<file path="src/rtl/scu_pkg.sv">
// Shared types for the SCU execute/memory stage.
// ALU op encodings, default width and stage FSM states.
package scu_pkg;

  localparam int DW_DEF = 32;

  typedef enum logic [2:0] {
    ALU_ADD   = 3'd0,
    ALU_SUB   = 3'd1,
    ALU_NEG   = 3'd2,
    ALU_INC   = 3'd3,
    ALU_PASSA = 3'd4,
    ALU_PASSB = 3'd5
  } alu_op_e;

  typedef enum logic [1:0] {
    IDLE = 2'd0,
    WAIT = 2'd1,
    DONE = 2'd2
  } state_e;

endpackage

</file>
<file path="src/rtl/scu_alu.sv">
// Combinational SCU ALU, modulo 2^DW.
// Reserved opcodes produce zero.
module scu_alu
  import scu_pkg::*;
#(
  parameter int DW = DW_DEF
) (
  input  logic [2:0]    alu_op,
  input  logic [DW-1:0] a,
  input  logic [DW-1:0] b,
  output logic [DW-1:0] result,
  output logic          zero,
  output logic          neg
);

  always_comb begin
    result = '0;
    case (alu_op)
      ALU_ADD:   result = a + b;
      ALU_SUB:   result = a - b;
      ALU_NEG:   result = '0 - a;
      ALU_INC:   result = a + DW'(1);
      ALU_PASSA: result = a;
      ALU_PASSB: result = b;
      default:   result = '0;
    endcase
  end

  assign zero = (result == '0);
  assign neg  = result[DW-1];

endmodule

</file>
<file path="src/rtl/ex_mem_stage.sv">
// SCU execute/memory stage: ALU, PC+imm adder and a
// handshaked LD/ST port that stalls upstream until done.
module ex_mem_stage
  import scu_pkg::*;
#(
  parameter int MEM_TIMEOUT = 15,
  parameter int DW          = DW_DEF
) (
  input  logic          clk,
  input  logic          rst,
  input  logic          in_valid,
  input  logic          flush_i,
  input  logic [2:0]    alu_op,
  input  logic [DW-1:0] opA,
  input  logic [DW-1:0] opB,
  input  logic [DW-1:0] pc_i,
  input  logic [DW-1:0] imm_i,
  input  logic [5:0]    rd_i,
  input  logic          memRead_i,
  input  logic          memWrite_i,
  input  logic          memToReg_i,
  input  logic          regWrt_i,
  input  logic          svpc_i,
  output logic          stall_o,
  output logic          memToReg_o,
  output logic          regWrt_o,
  output logic          svpc_o,
  output logic [DW-1:0] dataMem_o,
  output logic [DW-1:0] ALU_o,
  output logic [DW-1:0] adder_o,
  output logic [5:0]    rd_o,
  output logic          zero_o,
  output logic          neg_o,
  output logic          dmem_req,
  output logic          dmem_we,
  output logic [DW-1:0] dmem_addr,
  output logic [DW-1:0] dmem_wdata,
  input  logic          dmem_ack,
  input  logic [DW-1:0] dmem_rdata,
  output logic          err_o
);

  localparam logic [7:0] CNT_LAST = 8'(MEM_TIMEOUT - 1);

  state_e        state;
  logic [7:0]    cnt;
  logic [DW-1:0] rdata_q;
  logic          err_q;
  logic          flush_pend;

  logic [DW-1:0] alu_res;
  logic          alu_zero;
  logic          alu_neg;

  scu_alu #(.DW(DW)) u_alu (
    .alu_op (alu_op),
    .a      (opA),
    .b      (opB),
    .result (alu_res),
    .zero   (alu_zero),
    .neg    (alu_neg)
  );

  logic idle_st, wait_st, done_st;
  logic is_mem, mem_go, bubble, live, hold_wb;

  assign idle_st = (state == IDLE);
  assign wait_st = (state == WAIT);
  assign done_st = (state == DONE);
  assign is_mem  = memRead_i | memWrite_i;
  assign mem_go  = idle_st & in_valid & is_mem & !flush_i;

  always_ff @(posedge clk or posedge rst) begin
    if (rst) begin
      state      <= IDLE;
      cnt        <= '0;
      rdata_q    <= '0;
      err_q      <= 1'b0;
      flush_pend <= 1'b0;
    end else begin
      unique case (state)
        IDLE: begin
          cnt        <= '0;
          flush_pend <= 1'b0;
          if (mem_go) state <= WAIT;
        end
        WAIT: begin
          // A flush only marks the result dead; the access runs on.
          if (flush_i) flush_pend <= 1'b1;
          if (dmem_ack) begin
            rdata_q <= dmem_rdata;
            state   <= DONE;
          end else if (cnt == CNT_LAST) begin
            err_q      <= 1'b1;
            flush_pend <= 1'b1;
            state      <= DONE;
          end else begin
            cnt <= cnt + 8'd1;
          end
        end
        DONE: begin
          cnt        <= '0;
          flush_pend <= 1'b0;
          state      <= IDLE;
        end
        default: state <= IDLE;
      endcase
    end
  end

  assign bubble  = done_st ? flush_pend : (!in_valid | flush_i);
  assign live    = !rst & !bubble;
  assign hold_wb = wait_st | mem_go;

  assign stall_o    = !rst & (wait_st | mem_go);
  assign regWrt_o   = live & !hold_wb & regWrt_i;
  assign memToReg_o = live & !hold_wb & memToReg_i;
  assign svpc_o     = live & !hold_wb & svpc_i;

  assign ALU_o   = live ? alu_res : '0;
  assign adder_o = live ? (pc_i + imm_i) : '0;
  assign rd_o    = live ? rd_i : '0;
  assign zero_o  = live & alu_zero;
  assign neg_o   = live & alu_neg;

  assign dataMem_o = (live & done_st & !memWrite_i) ? rdata_q : '0;

  assign dmem_req   = !rst & wait_st;
  assign dmem_we    = dmem_req & memWrite_i;
  assign dmem_addr  = dmem_req ? alu_res : '0;
  assign dmem_wdata = dmem_req ? opB : '0;
  assign err_o      = err_q;

endmodule

</file>
<file path="config.mk">
export PLATFORM = sky130hd
export DESIGN_NAME = ex_mem_stage
export DESIGN_NICKNAME = d
export VERILOG_FILES = /design/src/rtl/scu_pkg.sv /design/src/rtl/scu_alu.sv /design/src/rtl/ex_mem_stage.sv
export SDC_FILE = /design/constraint.sdc
export NUM_CORES = 1
export LEC_CHECK = 0
export CAP_MARGIN = 20
export CORE_MARGIN = 2
export CORE_UTILIZATION = 46
export DETAILED_ROUTE_END_ITERATION = 8
export GPL_ROUTABILITY_DRIVEN = 0
export PLACE_DENSITY = 0.8
export REMOVE_ABC_BUFFERS = 1
export SLEW_MARGIN = 20
export SYNTH_ARGS = -nofsm -noshare
export SYNTH_HDL_FRONTEND = slang
export SYNTH_HIERARCHICAL = 1
export SYNTH_SLANG_ARGS = --single-unit
</file>
<file path="constraint.sdc">
create_clock -name clk -period 14.5 [get_ports clk]
set_clock_uncertainty 0.15 [all_clocks]
set_input_delay 4.35 -clock clk [delete_from_list [all_inputs] [get_ports clk]]
set_output_delay 4.35 -clock clk [all_outputs]
set_load 0.05 [all_outputs]
</file>
==> impl_metrics.toml <==
[synthesis]
avgSynthCellArea_sq_um = 7.00
synth.area.top_cells = "dfrtp_1 12%, ha_1 9.8%, and3_1 7.5%"
synthTopCellsByCount = "128 x nand2_1, 115 x nor2_1, 111 x and3_1, 98 x a21oi_1, 87 x o21ai_0"
yosysUniqueCellTypes = 82
yosysTopAreaCell = "dfrtp_1"
async_flop_share_pct = 100
ys_seq_area_share_pct = 11.9
yosys.area.top_type_share_pct = 11.9
synth.most_common_cell = "nand2_1"
netlist_area_sq_um = 9220
synth_edf_count = 0
synth_ff_type = "dfrtp_1"
synth_warnings = 6
ys_ff_latch = 44
netlist_instances = 1318

[cells_and_area]
final_area_sq_um = 13400
area_growth_pct = 45.1
final_cells = 1885
fin_nets = 1870
drive_gt1_share_pct = 9.39

[sta]
min_period_ps = 14250
setup_viol = 0
rsz0062_at_grt = "false"
relSlewSlack_pct = 22.8
worstMarginPinSlew_ps = 1150
finalHoldViolCount = 0
drv_slew = 0
holdWs_ps = 312
period_share_pct = 98.3
setup_tns_ps = 0
fmax_mhz = 70.2

[worst_setup_path]
cp-startpoint = "opB[14]"
cp-start-kind = "primary input"
critical_path_class = "primary input to primary output"
critPathMaxStageDelay_ps = 630
r2r-start = "cnt[0]"
worst_path_max_delay_cell = "or4_1"
ff2ff_setup_slack_ps = 12040
path_cells = "clkdlybuf4s50_1 > or4_1 > nor4_1 > nor2b_1 > buf_4 > mux2i_1 > o22ai_1 > ha_1 > a21oi_1 > o21ai_0 > a21oi_1 > nand3_1 > xnor2_1 > o221ai_1 > or4_1 > nor4_2 > nand4_1 > nor4_2 > and3_1 > buf_12"
rr_worst_depth = 8
end_kind = "primary output"
r2r_end = "cnt[5]"
worst-path-max-fanout = 8
critPathRequiredTime_ps = 10000
cp.arrival_ps = 9750

[clock_network]
cts_sinks = 44
insertion_delay_ps = 280
root_buffer = "clkbuf_16"
cts_tree = "built"
clk_path_buf_depth = 2
clk_pin_slew_ps = 60
postCtsHoldBufs = 0
htree_levels = 2
cts_buffers = 5

[power_and_ir_drop]
p_leak_nw = 5.76
p_int_mw = 0.444
power_density_nw_per_um2 = 61.7
seq_power_share_pct = 21.5
ir_drop_mv = 0.0831
switchingPower_mw = 0.382
clockPowerShare_pct = 13.3
swShare_pct = 46.2
p_comb_share_pct = 65.2
total_power_mw = 0.826

[die]
num_io_pins = 354
coreArea_sq_um = 19600
die_area_sq_um = 21200
placementRows = 51
die_x_um = 146
initial_core_util_pct = 47.1
die_h_um = 146

[outcome]
failed_checks = "design-rule violations"
status = "finished with violations"

[place]
placedCellCount = 1875
dpl_cell_area_sq_um = 13200
io_buffers = 353
dp.final_hpwl_um = 29500

[min_path]
min_path_cells = 1
hold_end = "err_o"
holdCritStartpoint = "err_o"
min_path_type = "flip-flop to flip-flop"

[routing]
drc_errors = 1
dr.pass1.iters = 9
routed_wl_um = 37700
drt_iter0_drc = 1314
wl_per_cell_um = 20.0
vias_per_cell = 6.15
antenna_left = 0
via_count = 11600

[global_route]
grt-ovfl-total = 0
grtUsageTotal_pct = 33.3
grt_pass1_vias = 10800
grt_pass1_wl_um = 58400
grt_max_degree = 83
antenna_found_initial = 3

[run]
drv_cap = 0
worst max-delay path, delay by kind of cell:
kind / cells / cell delay, ps
buf+inv: 3 / 870
simple gates: 9 / 2820
fa+ha+maj: 1 / 380
compound gates: 5 / 860
xor+xnor: 1 / 250
mux: 1 / 220
power groups by stage:
| stage | clock, mW | combinational (mW) | sequential [mW] |
|---|---|---|---|
| floorplan | 0 | 0.330 | 0.171 |
| global placement | 0 | 0.517 | 0.175 |
| detailed placement | 0 | 0.526 | 0.178 |
| CTS | 0.111 | 0.529 | 0.177 |
| global route | 0.116 | 0.574 | 0.181 |
| finish | 0.110 | 0.539 | 0.177 |
sequential cells by signal, indices dropped and copies added (netlist names):
name        flops
state           2
flush_pend      1
err_o           1
rdata_q        32
cnt             8
logic make-up (layout without fill, tap and decap cells):
logic type               count (synthesis)  in the layout  synth area share, %
flip-flops                              44             44                 11.9
adder cells (fa/ha/maj)                 74             74                 10.2
AND/OR/NAND/NOR                        617            617                 35.5
buffers and inverters                  108            408                 4.50
XOR/XNOR                                64             64                 6.08
multiplexers                            70             70                 8.04
other                                    0              2                    0
AO/OA/AOI/OAI                          341            341                 23.8
layer usage:
layer	up-vias	GRT usage [%]	routed length (um)
met5	-	0	0
met4	0	12.3	1550
met3	120	6.77	3390
met2	653	52.9	17000
met1	5343	44.8	15700
li1	5468	-	-
cells in the final DEF (no fill, tap or decap), types with 6 or more instances in the layout:
cell type / n
inv_1: 23
nor2_1: 113
nor3_1: 52
xor2_1: 24
nand2b_1: 17
a211o_1: 6
or4_1: 7
o21ai_1: 6
mux2_2: 33
o31ai_1: 6
buf_4: 44
mux2i_1: 36
o21bai_1: 7
nand2_1: 127
o22ai_1: 6
a21oi_1: 98
xnor2_1: 40
clkdlybuf4s50_1: 302
nor4_1: 18
and3_1: 111
a211oi_1: 15
nor4_2: 6
nand4_1: 28
ha_1: 72
nor2b_1: 6
dfrtp_1: 44
o21a_1: 13
buf_12: 30
a31oi_1: 17
o211ai_1: 8
and2_1: 49
nand3_1: 37
o21ai_0: 86
or3_1: 9
a21o_1: 23
how the worst max path moves through the flow:
stage	endpoint	slack, ps	depth (start not counted)
3_5_place_dp	zero_o	320	20
6_report	zero_o	250	20
2_1_floorplan	zero_o	1190	20
4_1_cts	zero_o	310	20
5_1_grt	zero_o	40	20
3_3_place_gp	zero_o	440	20
area by class of cell:
| cell class | count | area, sq um |
|---|---|---|
| multi-input cells | 1166 | 7760 |
| fillers | 1650 | 6210 |
| repair buffers | 376 | 3950 |
| flip-flops and latches | 44 | 1100 |
| well taps | 265 | 332 |
| clock buffers | 5 | 125 |
| inverters | 24 | 92.6 |
| clock inverters | 3 | 18.8 |
| diodes | 2 | 5.00 |
per-stage QoR:
stage | util (%) | worst slack [ps]
floorplan | - | 1190
global placement | 67.5 | 439
detailed placement | 67.5 | 324
CTS | 68.2 | 311
global route | 68.3 | 42.6
finish | 68.3 | 251
repair_timing:
action | CTS | global route
gates resized for setup | 0 | 5
buffers inserted | 0 | 0
endpoints found under the setup margin | 0 | 1
hold endpoints to repair | 0 | 0
(Power assumes the default switching activity.)
